===== config.mk =====
export PLATFORM = sky130hd
export DESIGN_NAME = uart_cmd_parser_flat
export DESIGN_NICKNAME = d
export VERILOG_FILES = /design/src/rtl/uart_cmd_parser_if.sv /design/src/rtl/uart_cmd_parser.sv /design/src/flat_wrapper.sv
export SDC_FILE = /design/constraint.sdc
export NUM_CORES = 1
export LEC_CHECK = 0
export CAP_MARGIN = 10
export CORE_UTILIZATION = 59
export CTS_CLUSTER_DIAMETER = 120
export DETAILED_ROUTE_END_ITERATION = 6
export HOLD_SLACK_MARGIN = 0.05
export PLACE_DENSITY = 0.83
export SETUP_SLACK_MARGIN = 0.15
export SYNTH_ARGS = -nofsm -noshare
export SYNTH_HDL_FRONTEND = slang
export SYNTH_SLANG_ARGS = --single-unit

===== constraint.sdc =====
create_clock -name clk -period 13.5 [get_ports clk]
set_input_delay 2.7 -clock clk [delete_from_list [all_inputs] [get_ports clk]]
set_output_delay 2.7 -clock clk [all_outputs]
set_load 0.02 [all_outputs]

===== src/rtl/uart_cmd_parser_if.sv =====
// Purpose: bundles the byte-stream handshakes and the decoded control/program
//          outputs of uart_cmd_parser into one interface.
// Signals: rx_data/rx_valid    received byte stream (no backpressure)
//          tx_data/tx_valid/tx_ready  one-byte 'K'/'E' acknowledge stream
//          cpuhalt/cpustart/cpustep/cpurst  one-cycle CPU control pulses
//          dvpage/pvpage       view page registers
//          progen/progaddr/progdata  program memory write strobe and payload
// Modports: slave = parser side, master = host/transmitter side.
interface uart_cmd_parser_if #(
    parameter int unsigned DVPBITS = 8,
    parameter int unsigned PVPBITS = 8,
    parameter int unsigned WORDW   = 32,
    parameter int unsigned ADDRW   = 20
);
    logic [7:0]         rx_data;
    logic               rx_valid;
    logic [7:0]         tx_data;
    logic               tx_valid;
    logic               tx_ready;
    logic               cpuhalt;
    logic               cpustart;
    logic               cpustep;
    logic               cpurst;
    logic [DVPBITS-1:0] dvpage;
    logic [PVPBITS-1:0] pvpage;
    logic               progen;
    logic [ADDRW-1:0]   progaddr;
    logic [WORDW-1:0]   progdata;

    modport slave (
        input  rx_data, rx_valid, tx_ready,
        output tx_data, tx_valid,
        output cpuhalt, cpustart, cpustep, cpurst,
        output dvpage, pvpage,
        output progen, progaddr, progdata
    );

    modport master (
        output rx_data, rx_valid, tx_ready,
        input  tx_data, tx_valid,
        input  cpuhalt, cpustart, cpustep, cpurst,
        input  dvpage, pvpage,
        input  progen, progaddr, progdata
    );
endinterface


===== src/rtl/uart_cmd_parser.sv =====
// Purpose: decodes ASCII command packets from a received-byte stream into CPU
//          control pulses, view-page registers and program-memory writes, and
//          returns a 'K'/'E' acknowledge byte for every '\n'-terminated packet.
// Ports:   clk  rising-edge clock
//          rst  asynchronous active-high reset
//          bus  uart_cmd_parser_if.slave (rx stream in, ack stream and all
//               decoded outputs out; every output is registered)
module uart_cmd_parser #(
    parameter int unsigned DVPBITS = 8,
    parameter int unsigned PVPBITS = 8,
    parameter int unsigned WORDW   = 32,
    parameter int unsigned ADDRW   = 20
) (
    input  logic               clk,
    input  logic               rst,
    uart_cmd_parser_if.slave   bus
);

    localparam int unsigned MAXDIG = WORDW / 4;
    localparam int unsigned CNTW   = $clog2(MAXDIG + 1);

    localparam logic [7:0] CH_LF = 8'h0A;
    localparam logic [7:0] CH_CR = 8'h0D;
    localparam logic [7:0] CH_CM = 8'h2C;  // ','
    localparam logic [7:0] CH_LB = 8'h5B;  // '['
    localparam logic [7:0] CH_RB = 8'h5D;  // ']'
    localparam logic [7:0] CH_H  = 8'h48;
    localparam logic [7:0] CH_Z  = 8'h5A;
    localparam logic [7:0] CH_S  = 8'h53;
    localparam logic [7:0] CH_R  = 8'h52;
    localparam logic [7:0] CH_V  = 8'h56;
    localparam logic [7:0] CH_A  = 8'h41;
    localparam logic [7:0] CH_P  = 8'h50;
    localparam logic [7:0] CH_K  = 8'h4B;
    localparam logic [7:0] CH_E  = 8'h45;

    typedef enum logic [3:0] {
        IDLE, END1, ARG0, ARG1, AARG, POPEN, PWORD, PEND, ERR
    } state_t;

    state_t             r_state, w_state_nxt;
    logic [WORDW-1:0]   r_acc, w_acc_nxt;
    logic [CNTW-1:0]    r_ndig, w_ndig_nxt;
    logic [1:0]         r_cmd, w_cmd_nxt;
    logic               r_first, w_first_nxt;
    logic [DVPBITS-1:0] r_arg0, w_arg0_nxt;
    logic [ADDRW-1:0]   r_base, w_base_nxt;

    logic               r_halt, w_halt_nxt;
    logic               r_start, w_start_nxt;
    logic               r_step, w_step_nxt;
    logic               r_crst, w_crst_nxt;
    logic [DVPBITS-1:0] r_dvpage, w_dvpage_nxt;
    logic [PVPBITS-1:0] r_pvpage, w_pvpage_nxt;
    logic               r_progen, w_progen_nxt;
    logic [ADDRW-1:0]   r_progaddr, w_progaddr_nxt;
    logic [WORDW-1:0]   r_progdata, w_progdata_nxt;
    logic [7:0]         r_tx_data, w_tx_data_nxt;
    logic               r_tx_valid, w_tx_valid_nxt;

    logic               w_is_hex;
    logic [3:0]         w_nib;
    logic               w_full;
    logic               w_has_dig;
    logic [WORDW-1:0]   w_acc_shift;
    logic               w_ack;
    logic [7:0]         w_ack_char;

    // ASCII hex digit decode
    always_comb begin
        w_is_hex = 1'b1;
        w_nib    = 4'd0;
        if (bus.rx_data >= 8'h30 && bus.rx_data <= 8'h39)
            w_nib = 4'(bus.rx_data - 8'h30);
        else if (bus.rx_data >= 8'h41 && bus.rx_data <= 8'h46)
            w_nib = 4'(bus.rx_data - 8'h37);
        else if (bus.rx_data >= 8'h61 && bus.rx_data <= 8'h66)
            w_nib = 4'(bus.rx_data - 8'h57);
        else
            w_is_hex = 1'b0;
    end

    assign w_full      = (r_ndig == CNTW'(MAXDIG));
    assign w_has_dig   = (r_ndig != '0);
    assign w_acc_shift = WORDW'({r_acc, w_nib});

    // Next-state, datapath and output decode
    always_comb begin
        w_state_nxt    = r_state;
        w_acc_nxt      = r_acc;
        w_ndig_nxt     = r_ndig;
        w_cmd_nxt      = r_cmd;
        w_first_nxt    = r_first;
        w_arg0_nxt     = r_arg0;
        w_base_nxt     = r_base;
        w_halt_nxt     = 1'b0;
        w_start_nxt    = 1'b0;
        w_step_nxt     = 1'b0;
        w_crst_nxt     = 1'b0;
        w_dvpage_nxt   = r_dvpage;
        w_pvpage_nxt   = r_pvpage;
        w_progen_nxt   = 1'b0;
        w_progdata_nxt = r_progdata;
        // address advances the cycle after each write strobe
        w_progaddr_nxt = r_progaddr + ADDRW'(r_progen);
        w_ack          = 1'b0;
        w_ack_char     = CH_K;

        if (bus.rx_valid && bus.rx_data != CH_CR) begin
            // argument states share digit accumulation; overflow is an error
            if ((r_state == ARG0 || r_state == ARG1 || r_state == AARG ||
                 r_state == PWORD) && w_is_hex) begin
                if (w_full) begin
                    w_state_nxt = ERR;
                end else begin
                    w_acc_nxt   = w_acc_shift;
                    w_ndig_nxt  = r_ndig + CNTW'(1);
                    w_first_nxt = 1'b0;
                end
            end else if (r_state != IDLE && r_state != ERR && bus.rx_data == CH_LF &&
                         !(r_state == END1 || r_state == PEND ||
                           ((r_state == ARG1 || r_state == AARG) && w_has_dig))) begin
                // '\n' arriving where it does not complete a packet
                w_ack       = 1'b1;
                w_ack_char  = CH_E;
                w_state_nxt = IDLE;
            end else begin
                case (r_state)
                    IDLE: begin
                        w_acc_nxt  = '0;
                        w_ndig_nxt = '0;
                        case (bus.rx_data)
                            CH_H: begin w_state_nxt = END1; w_cmd_nxt = 2'd0; end
                            CH_Z: begin w_state_nxt = END1; w_cmd_nxt = 2'd1; end
                            CH_S: begin w_state_nxt = END1; w_cmd_nxt = 2'd2; end
                            CH_R: begin w_state_nxt = END1; w_cmd_nxt = 2'd3; end
                            CH_V: w_state_nxt = ARG0;
                            CH_A: w_state_nxt = AARG;
                            CH_P: begin
                                w_state_nxt    = POPEN;
                                w_halt_nxt     = 1'b1;
                                w_progaddr_nxt = r_base;
                            end
                            CH_LF:   w_state_nxt = IDLE;
                            default: w_state_nxt = ERR;
                        endcase
                    end
                    END1: begin
                        if (bus.rx_data == CH_LF) begin
                            w_ack       = 1'b1;
                            w_state_nxt = IDLE;
                            case (r_cmd)
                                2'd0:    w_halt_nxt  = 1'b1;
                                2'd1:    w_start_nxt = 1'b1;
                                2'd2:    w_step_nxt  = 1'b1;
                                default: w_crst_nxt  = 1'b1;
                            endcase
                        end else begin
                            w_state_nxt = ERR;
                        end
                    end
                    ARG0: begin
                        if (bus.rx_data == CH_CM && w_has_dig) begin
                            w_arg0_nxt  = DVPBITS'(r_acc);
                            w_acc_nxt   = '0;
                            w_ndig_nxt  = '0;
                            w_state_nxt = ARG1;
                        end else begin
                            w_state_nxt = ERR;
                        end
                    end
                    ARG1: begin
                        if (bus.rx_data == CH_LF) begin
                            w_dvpage_nxt = r_arg0;
                            w_pvpage_nxt = PVPBITS'(r_acc);
                            w_ack        = 1'b1;
                            w_state_nxt  = IDLE;
                        end else begin
                            w_state_nxt = ERR;
                        end
                    end
                    AARG: begin
                        if (bus.rx_data == CH_LF) begin
                            w_base_nxt  = ADDRW'(r_acc);
                            w_ack       = 1'b1;
                            w_state_nxt = IDLE;
                        end else begin
                            w_state_nxt = ERR;
                        end
                    end
                    POPEN: begin
                        if (bus.rx_data == CH_LB) begin
                            w_acc_nxt   = '0;
                            w_ndig_nxt  = '0;
                            w_first_nxt = 1'b1;
                            w_state_nxt = PWORD;
                        end else begin
                            w_state_nxt = ERR;
                        end
                    end
                    PWORD: begin
                        if ((bus.rx_data == CH_CM || bus.rx_data == CH_RB) && w_has_dig) begin
                            w_progen_nxt   = 1'b1;
                            w_progdata_nxt = r_acc;
                            w_acc_nxt      = '0;
                            w_ndig_nxt     = '0;
                            w_first_nxt    = 1'b0;
                            w_state_nxt    = (bus.rx_data == CH_RB) ? PEND : PWORD;
                        end else if (bus.rx_data == CH_RB && r_first) begin
                            // "[]" is a legal empty list
                            w_state_nxt = PEND;
                        end else begin
                            w_state_nxt = ERR;
                        end
                    end
                    PEND: begin
                        if (bus.rx_data == CH_LF) begin
                            w_ack       = 1'b1;
                            w_state_nxt = IDLE;
                        end else begin
                            w_state_nxt = ERR;
                        end
                    end
                    ERR: begin
                        if (bus.rx_data == CH_LF) begin
                            w_ack       = 1'b1;
                            w_ack_char  = CH_E;
                            w_state_nxt = IDLE;
                        end
                    end
                    default: w_state_nxt = IDLE;
                endcase
            end
        end

        // a fresh ack overrides both the pending one and a same-cycle handshake
        w_tx_data_nxt  = r_tx_data;
        w_tx_valid_nxt = r_tx_valid;
        if (w_ack) begin
            w_tx_data_nxt  = w_ack_char;
            w_tx_valid_nxt = 1'b1;
        end else if (r_tx_valid && bus.tx_ready) begin
            w_tx_valid_nxt = 1'b0;
        end
    end

    // State and output registers
    always_ff @(posedge clk or posedge rst) begin
        if (rst) begin
            r_state    <= IDLE;
            r_acc      <= '0;
            r_ndig     <= '0;
            r_cmd      <= '0;
            r_first    <= 1'b0;
            r_arg0     <= '0;
            r_base     <= '0;
            r_halt     <= 1'b0;
            r_start    <= 1'b0;
            r_step     <= 1'b0;
            r_crst     <= 1'b0;
            r_dvpage   <= '0;
            r_pvpage   <= '0;
            r_progen   <= 1'b0;
            r_progaddr <= '0;
            r_progdata <= '0;
            r_tx_data  <= '0;
            r_tx_valid <= 1'b0;
        end else begin
            r_state    <= w_state_nxt;
            r_acc      <= w_acc_nxt;
            r_ndig     <= w_ndig_nxt;
            r_cmd      <= w_cmd_nxt;
            r_first    <= w_first_nxt;
            r_arg0     <= w_arg0_nxt;
            r_base     <= w_base_nxt;
            r_halt     <= w_halt_nxt;
            r_start    <= w_start_nxt;
            r_step     <= w_step_nxt;
            r_crst     <= w_crst_nxt;
            r_dvpage   <= w_dvpage_nxt;
            r_pvpage   <= w_pvpage_nxt;
            r_progen   <= w_progen_nxt;
            r_progaddr <= w_progaddr_nxt;
            r_progdata <= w_progdata_nxt;
            r_tx_data  <= w_tx_data_nxt;
            r_tx_valid <= w_tx_valid_nxt;
        end
    end

    assign bus.cpuhalt  = r_halt;
    assign bus.cpustart = r_start;
    assign bus.cpustep  = r_step;
    assign bus.cpurst   = r_crst;
    assign bus.dvpage   = r_dvpage;
    assign bus.pvpage   = r_pvpage;
    assign bus.progen   = r_progen;
    assign bus.progaddr = r_progaddr;
    assign bus.progdata = r_progdata;
    assign bus.tx_data  = r_tx_data;
    assign bus.tx_valid = r_tx_valid;

endmodule


===== src/flat_wrapper.sv =====
// flat-port wrapper written by rule: the top's interface ports become plain ports
module uart_cmd_parser_flat 
#(
    parameter int unsigned DVPBITS = 8,
    parameter int unsigned PVPBITS = 8,
    parameter int unsigned WORDW   = 32,
    parameter int unsigned ADDRW   = 20
)
  (clk, rst, bus_rx_data, bus_rx_valid, bus_tx_ready, bus_tx_data, bus_tx_valid, bus_cpuhalt, bus_cpustart, bus_cpustep, bus_cpurst, bus_dvpage, bus_pvpage, bus_progen, bus_progaddr, bus_progdata);
  uart_cmd_parser_if #(.DVPBITS(DVPBITS), .PVPBITS(PVPBITS), .WORDW(WORDW), .ADDRW(ADDRW)) bus_i ();
  input  logic clk;
  input  logic rst;
  input wire logic [$bits(bus_i.rx_data)-1:0] bus_rx_data;
  input wire logic [$bits(bus_i.rx_valid)-1:0] bus_rx_valid;
  input wire logic [$bits(bus_i.tx_ready)-1:0] bus_tx_ready;
  output wire logic [$bits(bus_i.tx_data)-1:0] bus_tx_data;
  output wire logic [$bits(bus_i.tx_valid)-1:0] bus_tx_valid;
  output wire logic [$bits(bus_i.cpuhalt)-1:0] bus_cpuhalt;
  output wire logic [$bits(bus_i.cpustart)-1:0] bus_cpustart;
  output wire logic [$bits(bus_i.cpustep)-1:0] bus_cpustep;
  output wire logic [$bits(bus_i.cpurst)-1:0] bus_cpurst;
  output wire logic [$bits(bus_i.dvpage)-1:0] bus_dvpage;
  output wire logic [$bits(bus_i.pvpage)-1:0] bus_pvpage;
  output wire logic [$bits(bus_i.progen)-1:0] bus_progen;
  output wire logic [$bits(bus_i.progaddr)-1:0] bus_progaddr;
  output wire logic [$bits(bus_i.progdata)-1:0] bus_progdata;
  assign bus_i.rx_data = bus_rx_data;
  assign bus_i.rx_valid = bus_rx_valid;
  assign bus_i.tx_ready = bus_tx_ready;
  assign bus_tx_data = bus_i.tx_data;
  assign bus_tx_valid = bus_i.tx_valid;
  assign bus_cpuhalt = bus_i.cpuhalt;
  assign bus_cpustart = bus_i.cpustart;
  assign bus_cpustep = bus_i.cpustep;
  assign bus_cpurst = bus_i.cpurst;
  assign bus_dvpage = bus_i.dvpage;
  assign bus_pvpage = bus_i.pvpage;
  assign bus_progen = bus_i.progen;
  assign bus_progaddr = bus_i.progaddr;
  assign bus_progdata = bus_i.progdata;
  uart_cmd_parser #(.DVPBITS(DVPBITS), .PVPBITS(PVPBITS), .WORDW(WORDW), .ADDRW(ADDRW)) u_core (.clk(clk), .rst(rst), .bus(bus_i));
endmodule

==> flow_metrics.tcl <==
set metrics [dict create \
    status "finished clean" \
    diodes 0 \
    switching_power_mw 0.2487 \
    drc 0 \
    arrival_ns 5.94 \
    rows 38 \
    fin_area_sq_mm 0.008238 \
    nets 642 \
    fp.dieW_microns 108.4 \
    layout-drive-gt1-share 0.2082 \
    final_util 0.7533 \
    grt.total_usage 0.2689 \
    syn2layout_area_growth_pct 23.27 \
    avgViaCountPerCell 5.937 \
    path_clk_slew_ns 0.06 \
    synth-edff-count 0 \
    total_power_mw 1.034 \
    hold_viol 0 \
    ant_nets 0 \
    dp_hpwl_mm 9.837 \
    post_cts_buffers 0 \
    min_period_ns 5.658 \
    synth_ff_type "dfrtp_1" \
    overflow 0 \
    power.share.clock 0.463 \
    p_per_area_mw_per_mm2 125.5 \
    fin_tns_setup_ns 0 \
    tightestPinTransition_ns 1.187 \
    placed_area_sq_mm 0.007629 \
    vias 4595 \
    dr.first_iter.drc_count 320 \
    power_frac_seq 0.451 \
    startpoint_type "input port" \
    netlist_instances 534 \
    switching_share 0.2406 \
    yosysWarnings 0 \
    start_util 0.6111 \
    place.gp.congestion 0.9146 \
    die_h_microns 108.4 \
    firstDrtPassIters 5 \
    syn_area_sq_mm 0.006683 \
    crit_required_ns 13.78 \
    cts_sinks 148 \
    synth_top_area_frac 0.5542 \
    root_buffer "clkbuf_16" \
    drt-total-wl_mm 14.76 \
    fmax_ghz 0.1767 \
    ys_seq_area_frac 0.5542 \
    cap_violations 0 \
    synth_top_area_cell "dfrtp_1" \
    ir_drop_uv 87.45 \
    postCtsHoldBufs 0 \
    finalMaxSlewViolations 0 \
    grt_pass1_vias 4528 \
    min_path_type "register to register" \
    post_drt_wl_per_cell_microns 19.07 \
    synth.area.top_cells "dfrtp_1 (55%), mux2_2 (12%), a22o_1 (4.3%)" \
    htree_levels 4 \
    p_int_mw 0.7848 \
    syn_area_per_cell_sq_um 12.51 \
    rsz0062_at_grt "false" \
    grt_antenna_before_repair 0 \
    path_max_fanout 36 \
    cts_buffer_depth 2 \
    cp-end-kind "register" \
    pin_count 94 \
    combPwrFrac 0.085 \
    grt_pass1_wl_mm 23.96 \
    post_cts_resized 0 \
    worstSkewPairLatency_ns 0.41 \
    cts_made_buffers 17 \
    coreArea_sq_mm 0.01094 \
    finClkSkew_ns 0.01063 \
    fin_crit_sh 0.4191 \
    grt_start_max_net_pins 80 \
    crit_type "input port to register" \
    die_area_sq_mm 0.01176 \
    synth.distinct_cells 61 \
    leakage_nw 3.768 \
    ys_ff_latch 148 \
    cts_tree "done" \
    setup_violations 0 \
    io_buffers 90 \
    ys_async_sr_fraction 1.000 \
    slew_headroom 0.2088 \
]
==> metrics by stage <==
stage               cells  hold WS (ns)  setup slack, ns
floorplan             536        0.4350            6.820
global placement      742        0.4460            7.556
detailed placement    742        0.4595            7.498
CTS                   774        0.4692            7.876
global route          774        0.5051            7.715
finish                774        0.4701            7.842
==> worst paths after layout <==
| check | startpoint | to | slack [ns] | cells past startpoint |
|---|---|---|---|---|
| max in group asynchronous | rst | u_core.r_acc[4] | 9.34 | 3 |
| max reg2reg | u_core.r_ndig[0] | u_core.r_ndig[2] | 10.32 | 8 |
| min reg2reg | u_core.r_cmd[0] | u_core.bus.cpustep | 0.47 | 1 |
| max | bus_rx_data[3] | u_core.r_ndig[2] | 7.84 | 7 |
| min | u_core.r_cmd[0] | u_core.bus.cpustep | 0.47 | 1 |
| min in group asynchronous | rst | u_core.bus.dvpage[1] | 2.78 | 2 |
==> per-layer routing <==
layer | global-route usage | part of all wire
met1 | 0.3650 | 0.44
met2 | 0.4426 | 0.50
met3 | 0.06028 | 0.044
met4 | 0.06178 | 0.0088
met5 | 0 | 0
==> layout make-up <==
| class | instances | area [sq um] |
|---|---|---|
| sequential | 148 | 3704 |
| multi-input combinational | 346 | 2754 |
| fill | 740 | 2698 |
| timing repair buffer | 96 | 945.9 |
| clock buffer | 20 | 456.7 |
| tap | 140 | 175.2 |
| clock inverter | 12 | 152.6 |
| inverter | 12 | 50.05 |
==> registers in the layout, summed over array words and instances (netlist names), 2 cells and up <==
| register | cells |
|---|---|
| u_core.bus.dvpage | 8 |
| u_core.bus.progaddr | 20 |
| u_core.bus.progdata | 32 |
| u_core.bus.pvpage | 8 |
| u_core.bus.tx_data | 3 |
| u_core.r_acc | 32 |
| u_core.r_arg0 | 8 |
| u_core.r_base | 20 |
| u_core.r_cmd | 2 |
| u_core.r_ndig | 4 |
| u_core.r_state | 4 |
==> power groups by stage <==
stage                     combinational, mW  sequential [mW]  clock, mW
final                                0.0880            0.467      0.479
after detailed placement             0.0869            0.474          0
after CTS                            0.0877            0.466      0.483
after global routing                 0.0971            0.468      0.504
after floorplan                      0.0573            0.474          0
after global placement               0.0853            0.473          0
==> logic make-up after synthesis <==
family,count (synthesis),share of synthesized area
other cells,1,0.0005612
fa+ha+maj,9,0.01685
simple gates,133,0.1129
compound gates,96,0.1062
buf+inv,42,0.03557
flops,148,0.5542
xor+xnor,22,0.02883
mux,83,0.1449
==> layout by cell type (no fill, tap or decap), types with 3 or more instances in the layout <==
cell type	n
xor2_1	17
dfrtp_1	148
nand3_1	11
nor2_1	31
clkinvlp_4	4
clkinv_2	3
a22o_1	33
nand2_1	24
nand3b_1	7
mux2i_1	3
nor4_1	6
xnor2_1	5
and3_1	5
nor3b_1	3
a21oi_1	23
conb_1	3
a211oi_1	3
inv_1	11
buf_4	6
bufinv_16	3
inv_6	3
nand2b_1	3
o21ai_0	11
or3_1	3
o2111ai_1	3
nor3_1	4
a31oi_1	3
a21o_1	4
nand4_1	9
ha_1	9
clkdlybuf4s50_1	90
mux2_4	10
nor2b_1	6
mux2_2	70
o211ai_1	4
clkbuf_16	17
==> critical path, stage by stage <==
cell             delay, ns
clkdlybuf4s50_1       0.68
or3b_4                0.52
a2111oi_4             0.39
nand3_2               0.26
a41o_1                0.27
a21o_1                0.56
a221o_1               0.53
==> synth_stat cells (9+ instances only) <==
cell	count
mux2_4	10
nand3_1	11
o21ai_0	11
nor2_1	31
a22o_1	33
nand4_1	9
buf_4	9
ha_1	9
inv_1	12
nand2_1	24
dfrtp_1	148
xor2_1	17
mux2_2	70
a21oi_1	23
buf_2	12
Power figures use the tool's default switching activity.
